<file path="config.mk">
export PLATFORM = sky130hd
export DESIGN_NAME = red_pitaya_pwm_dac_flat
export DESIGN_NICKNAME = d
export VERILOG_FILES = /design/src/rtl/red_pitaya_pwm_dac_pkg.sv /design/src/rtl/red_pitaya_pwm_dac_if.sv /design/src/rtl/red_pitaya_pwm_dac_timebase.sv /design/src/rtl/red_pitaya_pwm_dac.sv /design/src/flat_wrapper.sv
export SDC_FILE = /design/constraint.sdc
export NUM_CORES = 1
export LEC_CHECK = 0
export CAP_MARGIN = 20
export CORE_MARGIN = 4
export CORE_UTILIZATION = 47
export DETAILED_ROUTE_END_ITERATION = 8
export GPL_TIMING_DRIVEN = 0
export PLACE_DENSITY = 0.77
export SYNTH_ARGS = -nofsm -noshare
export SYNTH_HDL_FRONTEND = slang
export SYNTH_SLANG_ARGS = --single-unit
export TNS_END_PERCENT = 5
</file>
<file path="constraint.sdc">
create_clock -name clk_i -period 2.22 [get_ports clk_i]
set_clock_uncertainty 0.1 [all_clocks]
set_input_delay 0.444 -clock clk_i [delete_from_list [all_inputs] [get_ports clk_i]]
set_output_delay 0.444 -clock clk_i [all_outputs]
set_load 0.01 [all_outputs]
</file>
<file path="src/rtl/red_pitaya_pwm_dac_pkg.sv">
// Shared constants and config-word layout for the dithered slow-DAC PWM channel.
package red_pitaya_pwm_pkg;

  localparam int CCW        = 24;
  localparam int DUTY_W     = 8;
  localparam int SEQ_W      = 16;
  localparam int IDX_W      = 4;
  localparam int PWM_PERIOD = 256;

  localparam int DUTY_MSB = 23;
  localparam int DUTY_LSB = 16;
  localparam int SEQ_MSB  = 15;

  typedef struct packed {
    logic [DUTY_W-1:0] duty;
    logic [SEQ_W-1:0]  seq;
  } pwm_cfg_t;

endpackage

</file>
<file path="src/rtl/red_pitaya_pwm_dac_if.sv">
// Config word in, PWM stream and period/frame strobes out.
interface red_pitaya_pwm_dac_if;
  import red_pitaya_pwm_pkg::*;

  logic [CCW-1:0] cfg_i;
  logic           pwm_o;
  logic           period_o;
  logic           frame_o;

  modport master (output cfg_i, input pwm_o, period_o, frame_o);
  modport slave  (input cfg_i, output pwm_o, period_o, frame_o);
endinterface

</file>
<file path="src/rtl/red_pitaya_pwm_dac_timebase.sv">
// Free-running PWM counter plus dither period index; flags the last cycle of period/frame.
module red_pitaya_pwm_timebase
  import red_pitaya_pwm_pkg::*;
(
  input  logic              clk_i,
  input  logic              rstn_i,
  output logic [DUTY_W-1:0] cnt,
  output logic [IDX_W-1:0]  idx,
  output logic              period_last,
  output logic              frame_last
);

  assign period_last = &cnt;
  assign frame_last  = period_last && (&idx);

  always_ff @(posedge clk_i or negedge rstn_i) begin
    if (!rstn_i) begin
      cnt <= '0;
      idx <= '0;
    end else begin
      cnt <= cnt + 1'b1;
      if (period_last) idx <= idx + 1'b1;
    end
  end

endmodule

</file>
<file path="src/rtl/red_pitaya_pwm_dac.sv">
// Dithered PWM slow-DAC channel: 8-bit duty per 256-cycle period, plus a 16-period
// dither pattern when RED_PITAYA_PWM_DITHER_EN is defined (8-bit duty only otherwise).
module red_pitaya_pwm_dac
  import red_pitaya_pwm_pkg::*;
(
  input  logic                clk_i,
  input  logic                rstn_i,
  red_pitaya_pwm_dac_if.slave bus
);

  logic [DUTY_W-1:0] cnt;
  logic [IDX_W-1:0]  idx;
  logic              period_last;
  logic              frame_last;
  logic [DUTY_W:0]   thr;

  red_pitaya_pwm_timebase u_tb (
    .clk_i       (clk_i),
    .rstn_i      (rstn_i),
    .cnt         (cnt),
    .idx         (idx),
    .period_last (period_last),
    .frame_last  (frame_last)
  );

  // Shadow only updates at the frame boundary so a frame's dither average stays intact.
`ifdef RED_PITAYA_PWM_DITHER_EN
  pwm_cfg_t cfg_r;

  always_ff @(posedge clk_i or negedge rstn_i) begin
    if (!rstn_i)         cfg_r <= '0;
    else if (frame_last) cfg_r <= pwm_cfg_t'(bus.cfg_i);
  end

  // 9 bits: duty 0xFF plus a set dither bit reaches 256, i.e. high for the whole period.
  assign thr = {1'b0, cfg_r.duty} + {{DUTY_W{1'b0}}, cfg_r.seq[idx]};
`else
  logic [DUTY_W-1:0] duty_r;

  always_ff @(posedge clk_i or negedge rstn_i) begin
    if (!rstn_i)         duty_r <= '0;
    else if (frame_last) duty_r <= bus.cfg_i[DUTY_MSB:DUTY_LSB];
  end

  assign thr = {1'b0, duty_r};
`endif

  always_ff @(posedge clk_i or negedge rstn_i) begin
    if (!rstn_i) begin
      bus.pwm_o    <= 1'b0;
      bus.period_o <= 1'b0;
      bus.frame_o  <= 1'b0;
    end else begin
      bus.pwm_o    <= ({1'b0, cnt} < thr);
      bus.period_o <= (cnt == '0);
      bus.frame_o  <= (cnt == '0) && (idx == '0);
    end
  end

endmodule
</file>
<file path="src/flat_wrapper.sv">
// flat-port wrapper written by rule: the top's interface ports become plain ports
module red_pitaya_pwm_dac_flat import red_pitaya_pwm_pkg::*;
  (clk_i, rstn_i, bus_cfg_i, bus_pwm_o, bus_period_o, bus_frame_o);
  red_pitaya_pwm_dac_if bus_i ();
  input  logic clk_i;
  input  logic rstn_i;
  input wire logic [$bits(bus_i.cfg_i)-1:0] bus_cfg_i;
  output wire logic [$bits(bus_i.pwm_o)-1:0] bus_pwm_o;
  output wire logic [$bits(bus_i.period_o)-1:0] bus_period_o;
  output wire logic [$bits(bus_i.frame_o)-1:0] bus_frame_o;
  assign bus_i.cfg_i = bus_cfg_i;
  assign bus_pwm_o = bus_i.pwm_o;
  assign bus_period_o = bus_i.period_o;
  assign bus_frame_o = bus_i.frame_o;
  red_pitaya_pwm_dac u_core (.clk_i(clk_i), .rstn_i(rstn_i), .bus(bus_i));
endmodule
</file>
==> qor.yml, run 1 <==
status:
  status: "complete, no violations"
sta:
  rsz0062_at_grt: "no"
  hold_viol_final: 0
  fin_crit_sh_pct: 86.1
  slew_viol_final: 0
  max_slew_margin_pct: 66.5
  tightestPinTransition_ps: 501
  fmax_ghz: 0.523
  setup_tns_ps: 0
  worst_slack_ps: 309
  setup_violations: 0
  finalCriticalPeriod_ps: 1910
finish:
  drive_gt1_share_pct: 16.8
  diodes: 0
  area_delta_synth_final_pct: 17.3
  finish.utilization_pct: 59.4
  register_area_sq_um: 576
  multi_input_area_sq_um: 514
  fillers: 203
  layout.nets: 145
critical_path:
  crit_arrival_ps: 2010
  rrSetupSlack_ps: 310
  start_kind: "flop"
  crit_path_end_kind: "flop"
  cp.required_ps: 2320
  crit_fanout: 8
  criticalPathCategory: "flop to flop"
power:
  switching_share_pct: 20.6
  seqPwrFrac_pct: 64.9
  vdd_drop_max_mv: 0.347
  report.power.total_uw: 665
  p_per_area_nw_per_um2: 497
  intPower_uw: 528
  combPwrFrac_pct: 7.9
  power_switching_uw: 137
  p_clk_share_pct: 27.2
  leakage_uw: 0.000671
synth:
  ys_ff_latch: 23
  synth_ff_type: "dfrtp_1"
  ys_seq_area_share_pct: 50.4
  syn-cell-area_sq_um: 1140
  yosysWarnings: 0
  syn_nets: 127
  synthArstFlopShare_pct: 100
  synthCells: 90
  syn_avg_cell_area_sq_um: 12.7
  synth_cell_type_count: 26
  synth_edf_count: 0
detailed_routing:
  drtAntennaViolNets: 0
  firstDrtPassIters: 3
  drtIter0Drc: 9
  wl_per_cell_microns: 12.3
  vias_per_cell: 5.08
  totalWireLength_microns: 1660
  drc_errors: 0
  vias: 686
floorplanning:
  core_sq_um: 2250
  die-height_microns: 57.3
  dieArea_sq_um: 3280
  pin_count: 29
  fp.dieW_microns: 57.3
  initial_core_util_pct: 50.7
  rows: 17
clock_network:
  clockRootBuffer: "clkbuf_4"
  clock_sinks: 23
  numCtsBuffers: 3
  clk_pin_slew_worst_paths_ps: 110
  cts_tree: "built"
  post_cts_buffers: 0
  cts_max_level: 1
  postCtsResizedCells: 0
  cts_hold_buf: 0
  clk_latency_ps: 300
  ctsLongestPathBuffers: 2
run:
  drv_cap: 0
grt:
  gr-total-overflow: 0
  antenna_found_initial: 0
  grt_pass1_wl_microns: 3100
  grt_max_degree: 24
  grt.total_usage_pct: 12.2
  grt_pass1_vias: 702
place:
  numPortBuffers: 12
  dp_slack_ps: 323
  gp_routability_congestion: 0.789
  place_hpwl_microns: 1290
worst_hold_path:
  min_path_type: "primary input to asynchronous set/reset pin"
==> routing by layer <==
metal  wire [microns]  global-route usage [%]  vias to the layer above
met2              816                    19.4                        8
li1                 -                       -                      341
met1              766                    15.4                      335
met3               67                    4.98                        2
met5                0                       0                        -
met4               13                    2.98                        0
==> synth_stat cells (2+ instances only) <==
master,instances,share of area (%)
a21o_1,2,1.3
and3_1,2,1.1
dfrtp_1,23,50
ha_1,11,12
inv_1,11,3.6
mux2_4,8,11
nand2_1,2,0.66
nand3_1,4,1.8
nand4_1,2,1.1
nor2_1,2,0.66
xnor2_1,7,5.4
xor2_1,2,1.5
==> power groups by stage <==
stage	clock, uW	sequential (uW)	combinational [uW]
after floorplan	0	439	21.2
after global placement	0	439	49.3
after detailed placement	0	440	51.0
after CTS	196	432	51.1
after global routing	210	433	59.6
final	181	432	52.4
==> cells in the final DEF (no fill, tap or decap), drive strengths merged, types with 3 or more instances in the layout <==
| master | n |
|---|---|
| dfrtp | 23 |
| clkdlybuf4s50 | 12 |
| inv | 11 |
| ha | 11 |
| mux2 | 9 |
| xnor2 | 7 |
| nand3 | 5 |
| clkbuf | 3 |
| and3 | 3 |
==> cell families (layout without fill, tap and decap cells) <==
group | count (synthesis) | count (layout) | share of synthesized area (%)
compound gates | 7 | 7 | 4.27
simple gates | 19 | 19 | 10.3
buf+inv | 12 | 29 | 4.60
flops | 23 | 23 | 50.4
xor+xnor | 9 | 9 | 6.90
fa+ha+maj | 11 | 11 | 12.0
mux | 9 | 9 | 11.5
==> critical path: stages (launching register included) <==
cell     delay (ps)
dfrtp_1         450
ha_1            290
and3_1          200
nand3_2          80
or2_1           230
buf_6           150
mux2_4          300
==> registers in the layout (all words and copies together) (netlist names) <==
register,cells
u_core.bus.frame_o,1
u_core.bus.period_o,1
u_core.bus.pwm_o,1
u_core.duty_r,8
u_core.u_tb.cnt,8
u_core.u_tb.idx,4
==> through the flow <==
stage	cells	hold slack, ps	area [sq um]
final	135	367	1340
after global routing	135	387	1340
after CTS	134	417	1330
after detailed placement	130	395	1300
after global placement	130	385	1300
after floorplan	90	48.4	1140
==> final timing paths <==
check,from,endpoint,cells after the start
hold / removal,rstn_i,u_core.duty_r[1],1
max in group asynchronous,rstn_i,u_core.duty_r[6],2
setup reg to reg,u_core.u_tb.cnt[1],u_core.duty_r[2],6
hold reg to reg,u_core.u_tb.idx[3],u_core.u_tb.idx[3],1
setup / recovery,u_core.u_tb.cnt[1],u_core.duty_r[2],6
min in group clk_i,u_core.u_tb.idx[3],u_core.u_tb.idx[3],1
==> cell type report <==
cell class | count | share of cell area (%)
inverter | 11 | 3.08
multi-input combinational | 55 | 38.4
timing repair buffer | 13 | 10.1
buffer | 1 | 0.840
tap | 28 | 2.61
sequential | 23 | 43.0
clock inverter | 1 | 0.373
clock buffer | 3 | 1.68
Power figures use the tool's default switching activity.
==> run 2: changes to the inputs <==
Settings changed: CORE_ASPECT_RATIO set to 1.25.
==> qor.yml, run 2 (same netlist as run 1, synthesis figures left out) <==
detailed_routing:
  drtAntennaViolNets: 0  # unchanged
  firstDrtPassIters: 4  # was 3
  vias: 723  # was 686
  drc_errors: 0  # unchanged
  vias_per_cell: 5.24  # was 5.08
  totalWireLength_microns: 1940  # was 1660 microns
  drtIter0Drc: 8  # was 9
  wl_per_cell_microns: 14.1  # was 12.3 microns
sta:
  fin_crit_sh_pct: 86.3  # was 86.1%
  max_slew_margin_pct: 75.0  # was 66.5%
  hold_viol_final: 0  # unchanged
  setup_tns_ps: 0  # unchanged
  hold_slack_ps: 231  # was 367 ps
  slew_viol_final: 0  # unchanged
  setup_violations: 0  # unchanged
  fmax_ghz: 0.522  # was 0.523 GHz
  finalCriticalPeriod_ps: 1920  # was 1910 ps
  rsz0062_at_grt: "no"  # unchanged
  tightestPinTransition_ps: 371  # was 501 ps
clock_network:
  postCtsResizedCells: 0  # unchanged
  cts_tree: "built"  # unchanged
  cts_max_level: 1  # unchanged
  post_cts_buffers: 0  # unchanged
  cts_hold_buf: 0  # unchanged
  clk_pin_slew_worst_paths_ps: 130  # was 110 ps
  clk_latency_ps: 330  # was 300 ps
  clockRootBuffer: "clkbuf_4"  # unchanged
  clock_sinks: 23  # unchanged
  ctsLongestPathBuffers: 2  # unchanged
  numCtsBuffers: 3  # unchanged
grt:
  use_met2_pct: 23.9  # was 19.4%
  grt.total_usage_pct: 14.6  # was 12.2%
  grt_pass1_wl_microns: 3450  # was 3100 microns
  grt_max_degree: 24  # unchanged
  gr-total-overflow: 0  # unchanged
  grtUsageMet1_pct: 16.1  # was 15.4%
  antenna_found_initial: 0  # unchanged
  grt_busiest_layer: "met2"  # unchanged
  grt_pass1_vias: 766  # was 702
  grt_util_met3_pct: 2.83  # was 4.98%
critical_path:
  crit_fanout: 8  # unchanged
  crit_arrival_ps: 2040  # was 2010 ps
  critPathTopFamily: "simple AND/OR/NAND/NOR gates"  # unchanged
  worstRegToRegCells: 6  # unchanged
  worstPathCellList: "ha_1 -> and3_1 -> nand3_2 -> or2_1 -> buf_6 -> mux2_4"  # unchanged
  start_kind: "flop"  # unchanged
  critPathSlowestCell: "dfrtp_1"  # unchanged
  criticalPathCategory: "flop to flop"  # unchanged
  critPathBufInv: 1  # unchanged
  cp.required_ps: 2350  # was 2320 ps
  crit_path_end_kind: "flop"  # unchanged
  worst-path-stages: 6  # unchanged
  slowest_delay_ps: 460  # was 450 ps
power:
  intPower_uw: 530  # was 528 uW
  leakage_uw: 0.000667  # was 0.000671 uW
  p_per_area_nw_per_um2: 513  # was 497 nW/um^2
  vdd_drop_max_mv: 0.277  # was 0.347 mV
  combPwrFrac_pct: 7.9  # about the same
  switching_share_pct: 23.3  # was 20.6%
  p_clk_share_pct: 29.7  # was 27.2%
  seqPwrFrac_pct: 62.5  # was 64.9%
  power_switching_uw: 161  # was 137 uW
finish:
  area_delta_synth_final_pct: 17.9  # was 17.3%
  diodes: 0  # unchanged
  top_regs: "u_core.duty_r: 8 flops, u_core.u_tb.cnt: 8 flops, u_core.u_tb.idx: 4 flops"  # unchanged
  finalNonFillerCells: 138  # was 135
  fillers: 175  # was 203
  drive_gt1_share_pct: 16.8  # unchanged
  mostFrequentLayoutCell: "dfrtp_1"  # unchanged
  layout.nets: 145  # unchanged
  register_area_sq_um: 576  # unchanged
  multi_input_area_sq_um: 514  # unchanged
  final_cell_mix: "dfrtp_1 (23), clkdlybuf4s50_1 (12), inv_1 (11), ha_1 (11), mux2_4 (8)"  # unchanged
floorplanning:
  initial_core_util_pct: 50.6  # was 50.7%
  pin_count: 29  # unchanged
  fp.dieW_microns: 52.1  # was 57.3 microns
  die-height_microns: 63.1  # was 57.3 microns
  rows: 19  # was 17
  core_sq_um: 2260  # was 2250 sq um
  dieArea_sq_um: 3290  # was 3280 sq um
place:
  dp_cells: 133  # was 130
  place_hpwl_microns: 1460  # was 1290 microns
  gp_routability_congestion: 0.672  # was 0.789
  numPortBuffers: 12  # unchanged
worst_hold_path:
  min_path_type: "primary input to asynchronous set/reset pin"  # unchanged
run:
  drv_cap: 0  # unchanged
status:
  status: "complete, no violations"  # unchanged
## run 2: cell types whose count changed in the layout (fill, tap and decap cells not counted)
cell,delta
clkinv_2,-1
clkinvlp_4,+1
## run 2: cell type report
| type | count | area share [%] |
|---|---|---|
| clock inverter | 1 | 0.558 |
| multi-input combinational | 55 | 38.2 |
| timing repair buffer | 13 | 10.0 |
| sequential | 23 | 42.8 |
| clock buffer | 3 | 1.67 |
| tap | 31 | 2.88 |
| inverter | 11 | 3.07 |
| buffer | 1 | 0.836 |
## run 2: final timing paths
kind,slack (ps),end,from
worst max-delay path,300,u_core.duty_r[6],u_core.u_tb.cnt[1]
worst min-delay path,230,u_core.duty_r[7],rstn_i
min in group clk_i,410,u_core.u_tb.idx[3],u_core.u_tb.idx[3]
max in group asynchronous,1390,u_core.bus.pwm_o,rstn_i
worst max register to register,300,u_core.duty_r[6],u_core.u_tb.cnt[1]
worst min register to register,410,u_core.u_tb.idx[3],u_core.u_tb.idx[3]
## run 2: through the flow
stage	power [uW]	instance area [sq um]	utilization, %	setup slack [ps]
after floorplan	460	1140	-	459
after global placement	489	1300	57.6	329
after detailed placement	492	1300	57.6	324
after CTS	700	1330	58.9	285
after global routing	734	1350	59.6	193
final	691	1350	59.6	305
## run 2: power groups by stage
stage / logic [uW] / registers (uW) / clock network [uW]
5_1_grt: 61.0 / 433 / 240
6_report: 54.3 / 432 / 205
3_5_place_dp: 52.2 / 440 / 0
2_1_floorplan: 21.2 / 439 / 0
4_1_cts: 52.8 / 432 / 215
3_3_place_gp: 49.7 / 439 / 0
## run 2: layer usage
| layer | up-vias | part of all wire, % |
|---|---|---|
| met1 | 365 | 40 |
| met5 | - | 0 |
| met4 | 0 | 3.6 |
| met2 | 11 | 54 |
| li1 | 342 | - |
| met3 | 5 | 2.3 |
